--- config.mk ---
export PLATFORM = sky130hd
export DESIGN_NAME = alu_seq
export DESIGN_NICKNAME = d
export VERILOG_FILES = /design/src/rtl/alu_seq.sv
export SDC_FILE = /design/constraint.sdc
export NUM_CORES = 1
export LEC_CHECK = 0
export ABC_AREA = 0
export CORE_MARGIN = 5
export CORE_UTILIZATION = 45
export CTS_BUF_LIST = sky130_fd_sc_hd__clkbuf_8
export DETAILED_ROUTE_END_ITERATION = 10
export PLACE_DENSITY = 0.77
export RECOVER_POWER = 25
export SYNTH_ARGS = -nofsm -noshare
export SYNTH_HDL_FRONTEND = slang
export SYNTH_SLANG_ARGS = --single-unit
--- constraint.sdc ---
create_clock -name clk -period 4.89 [get_ports clk]
set_input_delay 0.489 -clock clk [delete_from_list [all_inputs] [get_ports clk]]
set_output_delay 0.489 -clock clk [all_outputs]
set_load 0.03 [all_outputs]
--- src/rtl/alu_seq.sv ---
// Sequential ALU: single-cycle ops with a registered result and flags, plus an optional
// iterative shift-and-add multiplier enabled by defining ALU_SEQ_MUL_EN.
module alu_seq #(
  parameter int WIDTH = 8
) (
  input  logic             clk,
  input  logic             reset,
  input  logic             in_valid,
  output logic             in_ready,
  input  logic [3:0]       op,
  input  logic [WIDTH-1:0] a,
  input  logic [WIDTH-1:0] b,
  output logic [WIDTH-1:0] y,
  output logic             out_valid,
  output logic             zero,
  output logic             carry,
  output logic             neg,
  output logic             ovf,
  output logic             illegal
);

  localparam int M = WIDTH - 1;

  logic             w_accept;
  logic [WIDTH:0]   w_sum;
  logic [WIDTH-1:0] w_res;
  logic             w_c;
  logic             w_v;
  logic             w_ill;

  assign w_accept = in_valid && in_ready;

  // Borrow/carry comes out of the extra top bit of a WIDTH+1 wide add or subtract.
  always_comb begin
    w_sum = '0;
    w_res = '0;
    w_c   = 1'b0;
    w_v   = 1'b0;
    w_ill = 1'b0;
    case (op)
      4'b0000: w_res = a;
      4'b0001: w_res = ~a;
      4'b0010: begin
        w_sum = {1'b0, a} + {1'b0, b};
        w_res = w_sum[M:0];
        w_c   = w_sum[WIDTH];
        w_v   = (a[M] == b[M]) && (w_sum[M] != a[M]);
      end
      4'b0011: begin
        w_sum = {1'b0, a} - {1'b0, b};
        w_res = w_sum[M:0];
        w_c   = w_sum[WIDTH];
        w_v   = (a[M] != b[M]) && (w_sum[M] != a[M]);
      end
      4'b0100: w_res = a & b;
      4'b0101: w_res = a | b;
      4'b0110: begin
        w_sum = {(WIDTH+1){1'b0}} - {1'b0, a};
        w_res = w_sum[M:0];
        w_c   = w_sum[WIDTH];
        w_v   = a[M] && w_sum[M];
      end
      4'b0111: begin
        w_sum = {(WIDTH+1){1'b0}} - {1'b0, b};
        w_res = w_sum[M:0];
        w_c   = w_sum[WIDTH];
        w_v   = b[M] && w_sum[M];
      end
      4'b1000: w_res = a ^ b;
      4'b1001: begin
        w_res = {a[M-1:0], 1'b0};
        w_c   = a[M];
      end
      4'b1010: begin
        w_res = {1'b0, a[M:1]};
        w_c   = a[0];
      end
      4'b1011: begin
        w_res = {a[M], a[M:1]};
        w_c   = a[0];
      end
      4'b1100: begin
        w_sum = {1'b0, a} + {1'b0, b} + {{WIDTH{1'b0}}, carry};
        w_res = w_sum[M:0];
        w_c   = w_sum[WIDTH];
        w_v   = (a[M] == b[M]) && (w_sum[M] != a[M]);
      end
`ifdef ALU_SEQ_MUL_EN
      4'b1101: w_ill = 1'b0;
`endif
      default: w_ill = 1'b1;
    endcase
  end

`ifdef ALU_SEQ_MUL_EN
  localparam int CW = $clog2(WIDTH);

  typedef enum logic {S_IDLE, S_MUL} state_t;

  state_t             r_state;
  state_t             w_state_next;
  logic [2*WIDTH-1:0] r_mcand;
  logic [2*WIDTH-1:0] r_acc;
  logic [WIDTH-1:0]   r_mplier;
  logic [CW-1:0]      r_cnt;
  logic [2*WIDTH-1:0] w_acc_next;
  logic               w_mul_last;

  assign w_acc_next = r_acc + (r_mplier[0] ? r_mcand : '0);
  assign w_mul_last = (r_cnt == CW'(WIDTH - 1));

  always_ff @(posedge clk or posedge reset) begin
    if (reset) r_state <= S_IDLE;
    else       r_state <= w_state_next;
  end

  // in_ready is taken from state only, so next-state uses in_valid directly to avoid a loop.
  always_comb begin
    w_state_next = r_state;
    in_ready     = 1'b0;
    case (r_state)
      S_IDLE: begin
        in_ready = 1'b1;
        if (in_valid && (op == 4'b1101)) w_state_next = S_MUL;
      end
      S_MUL: if (w_mul_last) w_state_next = S_IDLE;
      default: w_state_next = S_IDLE;
    endcase
  end

  always_ff @(posedge clk or posedge reset) begin
    if (reset) begin
      r_mcand  <= '0;
      r_acc    <= '0;
      r_mplier <= '0;
      r_cnt    <= '0;
    end else if (w_accept && (op == 4'b1101)) begin
      r_mcand  <= {{WIDTH{1'b0}}, a};
      r_acc    <= '0;
      r_mplier <= b;
      r_cnt    <= '0;
    end else if (r_state == S_MUL) begin
      r_acc    <= w_acc_next;
      r_mcand  <= {r_mcand[2*WIDTH-2:0], 1'b0};
      r_mplier <= {1'b0, r_mplier[M:1]};
      r_cnt    <= r_cnt + 1'b1;
    end
  end
`else
  assign in_ready = 1'b1;
`endif

  // Result/flag registers hold between results; illegal ops force a clean zero result.
  always_ff @(posedge clk or posedge reset) begin
    if (reset) begin
      y         <= '0;
      zero      <= 1'b0;
      carry     <= 1'b0;
      neg       <= 1'b0;
      ovf       <= 1'b0;
      illegal   <= 1'b0;
      out_valid <= 1'b0;
    end else begin
      out_valid <= 1'b0;
`ifdef ALU_SEQ_MUL_EN
      if ((r_state == S_MUL) && w_mul_last) begin
        y         <= w_acc_next[M:0];
        zero      <= (w_acc_next[M:0] == '0);
        neg       <= w_acc_next[M];
        carry     <= |w_acc_next[2*WIDTH-1:WIDTH];
        ovf       <= 1'b0;
        illegal   <= 1'b0;
        out_valid <= 1'b1;
      end
      if (w_accept && (op != 4'b1101)) begin
`else
      if (w_accept) begin
`endif
        y         <= w_ill ? '0 : w_res;
        zero      <= w_ill ? 1'b1 : (w_res == '0);
        neg       <= w_ill ? 1'b0 : w_res[M];
        carry     <= w_ill ? 1'b0 : w_c;
        ovf       <= w_ill ? 1'b0 : w_v;
        illegal   <= w_ill;
        out_valid <= 1'b1;
      end
    end
  end

endmodule

==> impl_metrics.csv <==
group,metric,value,unit
worst_setup_path,worst-path-max-fanout,7,
grt,grt_use_total,22.1,%
flow_run,cap_viol_max_count,0,
floorplanning,die_h,88.6,um
timing,worst_pin_slew,1.09,ns
yosys,synth.most_common_cell,"nor2_1",
worst_setup_path,reg2reg_setup_slack,2.26,ns
worst_setup_path,class_of_the_most_critical_setup_path,"in -> reg",
cells_and_area,area_delta_synth_final,14.9,%
detailed_routing,drtPass1Iterations,6,
yosys,post_synth_instance_area,2780,um2
worst_setup_path,critical_path.top_delay_family,"adder cells",
timing,timing.final.crit_share,76.2,%
detailed_routing,detail_routed_net_length_per_standard_cell,18.5,um
min_path,hp-start,"illegal",
timing,finalCriticalPeriod,3.73,ns
grt,antenna_found_initial,0,
detailed_routing,route.vias.total,2924,
worst_setup_path,timing.rr.end,"zero",
floorplanning,fp.dieW,88.6,um
worst_setup_path,endpoint_kind_of_the_worst_setup_timing_path,"register",
detailed_routing,remaining_drc_errors,0,
timing,holdWs,0.490,ns
yosys,yosys.area.top_type_share,13.5,%
grt,globalRoute.totalOverflow,0,
yosys,post_synth_xor_area_fraction,7.88,%
min_path,hold_path_end,"illegal",
yosys,synthAdderAreaFrac,14.9,%
pwr,power_density,179,nW/um2
clocking,cts_root_buf,"clkbuf_8",
grt,grt_max_degree,28,
clocking,post_cts_resized,0,
placed_design,place.port_buffers,36,
detailed_routing,vias_per_cell,6.30,
timing,rsz_0062_raised_after_global_routing,"false",
cells_and_area,num-nets-final,445,
cells_and_area,number_of_fill_cells_in_the_layout,585,
floorplanning,total_die_area,7850,um2
yosys,count_of_cell_types_in_the_netlist,68,
worst_setup_path,rr_startpoint,"carry",
worst_setup_path,critical_path.n_buffers_inverters,3,
pwr,power.ir.vdd_worst,0.000160,V
yosys,avgSynthCellArea,7.55,um2
cells_and_area,utilization,53.6,%
worst_setup_path,worst-endpoint-arrival,3.88,ns
yosys,synthesis.instances,368,
timing,relSlewSlack,27.5,%
yosys,synthesis.nets,423,
timing,setup_viols_final,0,
clocking,cts.sink_count,13,
yosys,largest_family_of_logic_cells_by_synthesized_area,"compound AO/OA/AOI/OAI gates",
clocking,number_of_buffers_created_by_cts,3,
floorplanning,core_area,5960,um2
clocking,postCtsHoldBufs,0,
yosys,complex_gate_fraction_of_the_synthesized_area,28.6,%
min_path,hold_path_depth,1,
yosys,synth_async_sr_flop_share,100,%
yosys,post_synth_and_or_nand_nor_area_fraction,24.0,%
floorplanning,ioPinCount,38,
clocking,max-clock-path-buffers,2,
placed_design,gpl.final_weighted_congestion,1.03,
detailed_routing,wirelength,8.60,mm
worst_setup_path,start_kind,"primary input",
yosys,yosysSeqAreaShare,11.7,%
cells_and_area,final_layout_size_suffix_gt1_share,5.40,%
worst_setup_path,worst_path_largest_cell_delay,0.61,ns
worst_setup_path,data_required_time_of_the_worst_path,5.04,ns
yosys,synth_ff_type,"dfrtp_1",
yosys,muxShareOfSynthArea,4.01,%
cells_and_area,insertedDiodeCount,0,
floorplanning,start_util,46.7,%
timing,hold_viol,0,
yosys,yosysTopAreaCell,"ha_1",
clocking,clk_pin_slew,0.05,ns
timing,max_clock_freq,268,MHz
detailed_routing,antenna_viol_nets_final,0,
detailed_routing,first_iter_violations,379,
clocking,worst_skew_pair.late_latency,0.24,ns
min_path,hold_class,"reg -> reg",
placed_design,place.detailed.hpwl,6.73,mm
timing,timing.clock.skew,0.000645,ns
worst_setup_path,timing.reg2reg.worst_path_depth,10,
yosys,yosys-top-cells-count,"nor2_1, ha_1, inv_1",
pwr,p_leak,0.00133,uW
yosys,number_of_synthesized_flops_with_an_enable_pin,0,
yosys,yosys_warnings,0,
grt,first_global_vias,2719,
outcome,run_status,"finished, final reports clean",
clocking,tritoncts,"yes",
clocking,post-cts-setup-buffers,0,
yosys,post_synth_main_area_contributors,"ha_1, dfrtp_1, xnor2_1",
grt,grt_first_pass_wirelength,13.7,mm
floorplanning,fp-row-count,28,
worst_setup_path,cell_by_cell_trace_of_the_critical_path,"clkdlybuf4s50_1 -> ha_1 -> inv_1 -> fa_1 -> inv_1 -> ha_1 -> mux2_1 -> a22oi_1 -> nor3_1 -> a311oi_2 -> nand2_1 -> nor4b_2 -> a31oi_1 -> nor3_1",
timing,max_slew_violation_total_from_the_final_report,0,
worst_setup_path,crit_path_top_delay_cell,"clkdlybuf4s50_1",
clocking,cts-htree-levels,1,
timing,timing.setup.tns,0,ns
yosys,synth_seq_cells,13,
[registers in the layout, indices dropped and copies added, names as in the netlist]
| register | flops |
|---|---|
| out_valid | 1 |
| carry | 1 |
| ovf | 1 |
| zero | 1 |
| illegal | 1 |
| y | 8 |
[cell usage in the layout, fill, tap and decap left out, types with 3 or more instances in the layout]
cell             instances
nor4_1                   4
xnor2_1                 18
nand3_1                 13
nor2b_1                  8
clkdlybuf4s50_1         35
inv_1                   30
a31oi_1                  7
nand3b_1                 3
a21oi_1                 20
ha_1                    30
o211ai_1                 4
a21o_1                   4
a22oi_1                  3
dfrtp_1                 13
clkbuf_8                 3
nor2_1                  35
o2bb2ai_1                5
or3_1                    4
a211oi_1                 8
nand4_1                  3
o31ai_1                  3
o21ai_0                 14
nand2b_1                 6
a222oi_1                 5
o221ai_1                 3
nor4bb_1                 3
a221oi_1                 3
mux2i_1                 10
nand2_1                 19
xor2_1                   7
nor3_1                  13
buf_4                    6
o22ai_1                  4
a32oi_1                  3
[final cells by class]
type,instances,area (um2),area share [%]
well taps,75,93.8,2.94
clock inverters,1,3.75,0.118
multi-input cells,300,2210,69.2
flip-flops and latches,13,325,10.2
clock buffers,3,41.3,1.29
repair buffers,42,405,12.7
inverters,30,113,3.53
[per-stage QoR]
stage          total power [uW]  area [um2]  instances  worst slack [ns]
2_1_floorplan               367        2780        368              1.95
3_3_place_gp                471        3150        460              1.08
3_5_place_dp                475        3150        460             0.912
4_1_cts                     570        3190        464              1.16
5_1_grt                     607        3190        464             0.974
6_report                    573        3190        464              1.16
[where the power goes]
group	switching [uW]	internal, uW
clock	37.6	55.4
sequential	8.14	122
combinational	209	141
[routing by layer]
metal  GRT usage [%]  wire length (um)  up-vias
li1                -                 -     1390
met1            30.4              3720     1352
met2            35.1              3810      163
met3            4.28               862       19
met4            6.59               216        0
met5               0                 0        -
[cells by family (layout without fill, tap and decap cells)]
kind of cell               count (synthesis)  in the layout
and+or+nand+nor                          125            125
xor gates and xnor gates                  25             25
AOI/OAI and AO/OA                        106            106
adders and majority gates                 32             32
buffers and inverters                     55             76
other                                      1              1
DFF                                       13             13
muxes                                     11             11
[how the worst max path moves through the flow]
stage	start	endpoint	slack (ns)	depth (start not counted)
6_report	a[0]	zero	1.16	14
5_1_grt	a[0]	zero	0.97	14
4_1_cts	a[0]	zero	1.16	14
3_5_place_dp	a[0]	zero	0.91	14
3_3_place_gp	a[1]	zero	1.08	13
2_1_floorplan	a[0]	zero	1.95	13
[worst reg2reg max path: cells and delay by family, from the launching register on]
kind / cells / cell delay, ns
AND/OR/NAND/NOR: 4 / 0.68
AO/OA/AOI/OAI: 3 / 0.65
adder cells (fa/ha/maj): 2 / 0.52
flip-flops: 1 / 0.40
multiplexers: 1 / 0.29
(Power assumes the default switching activity.)
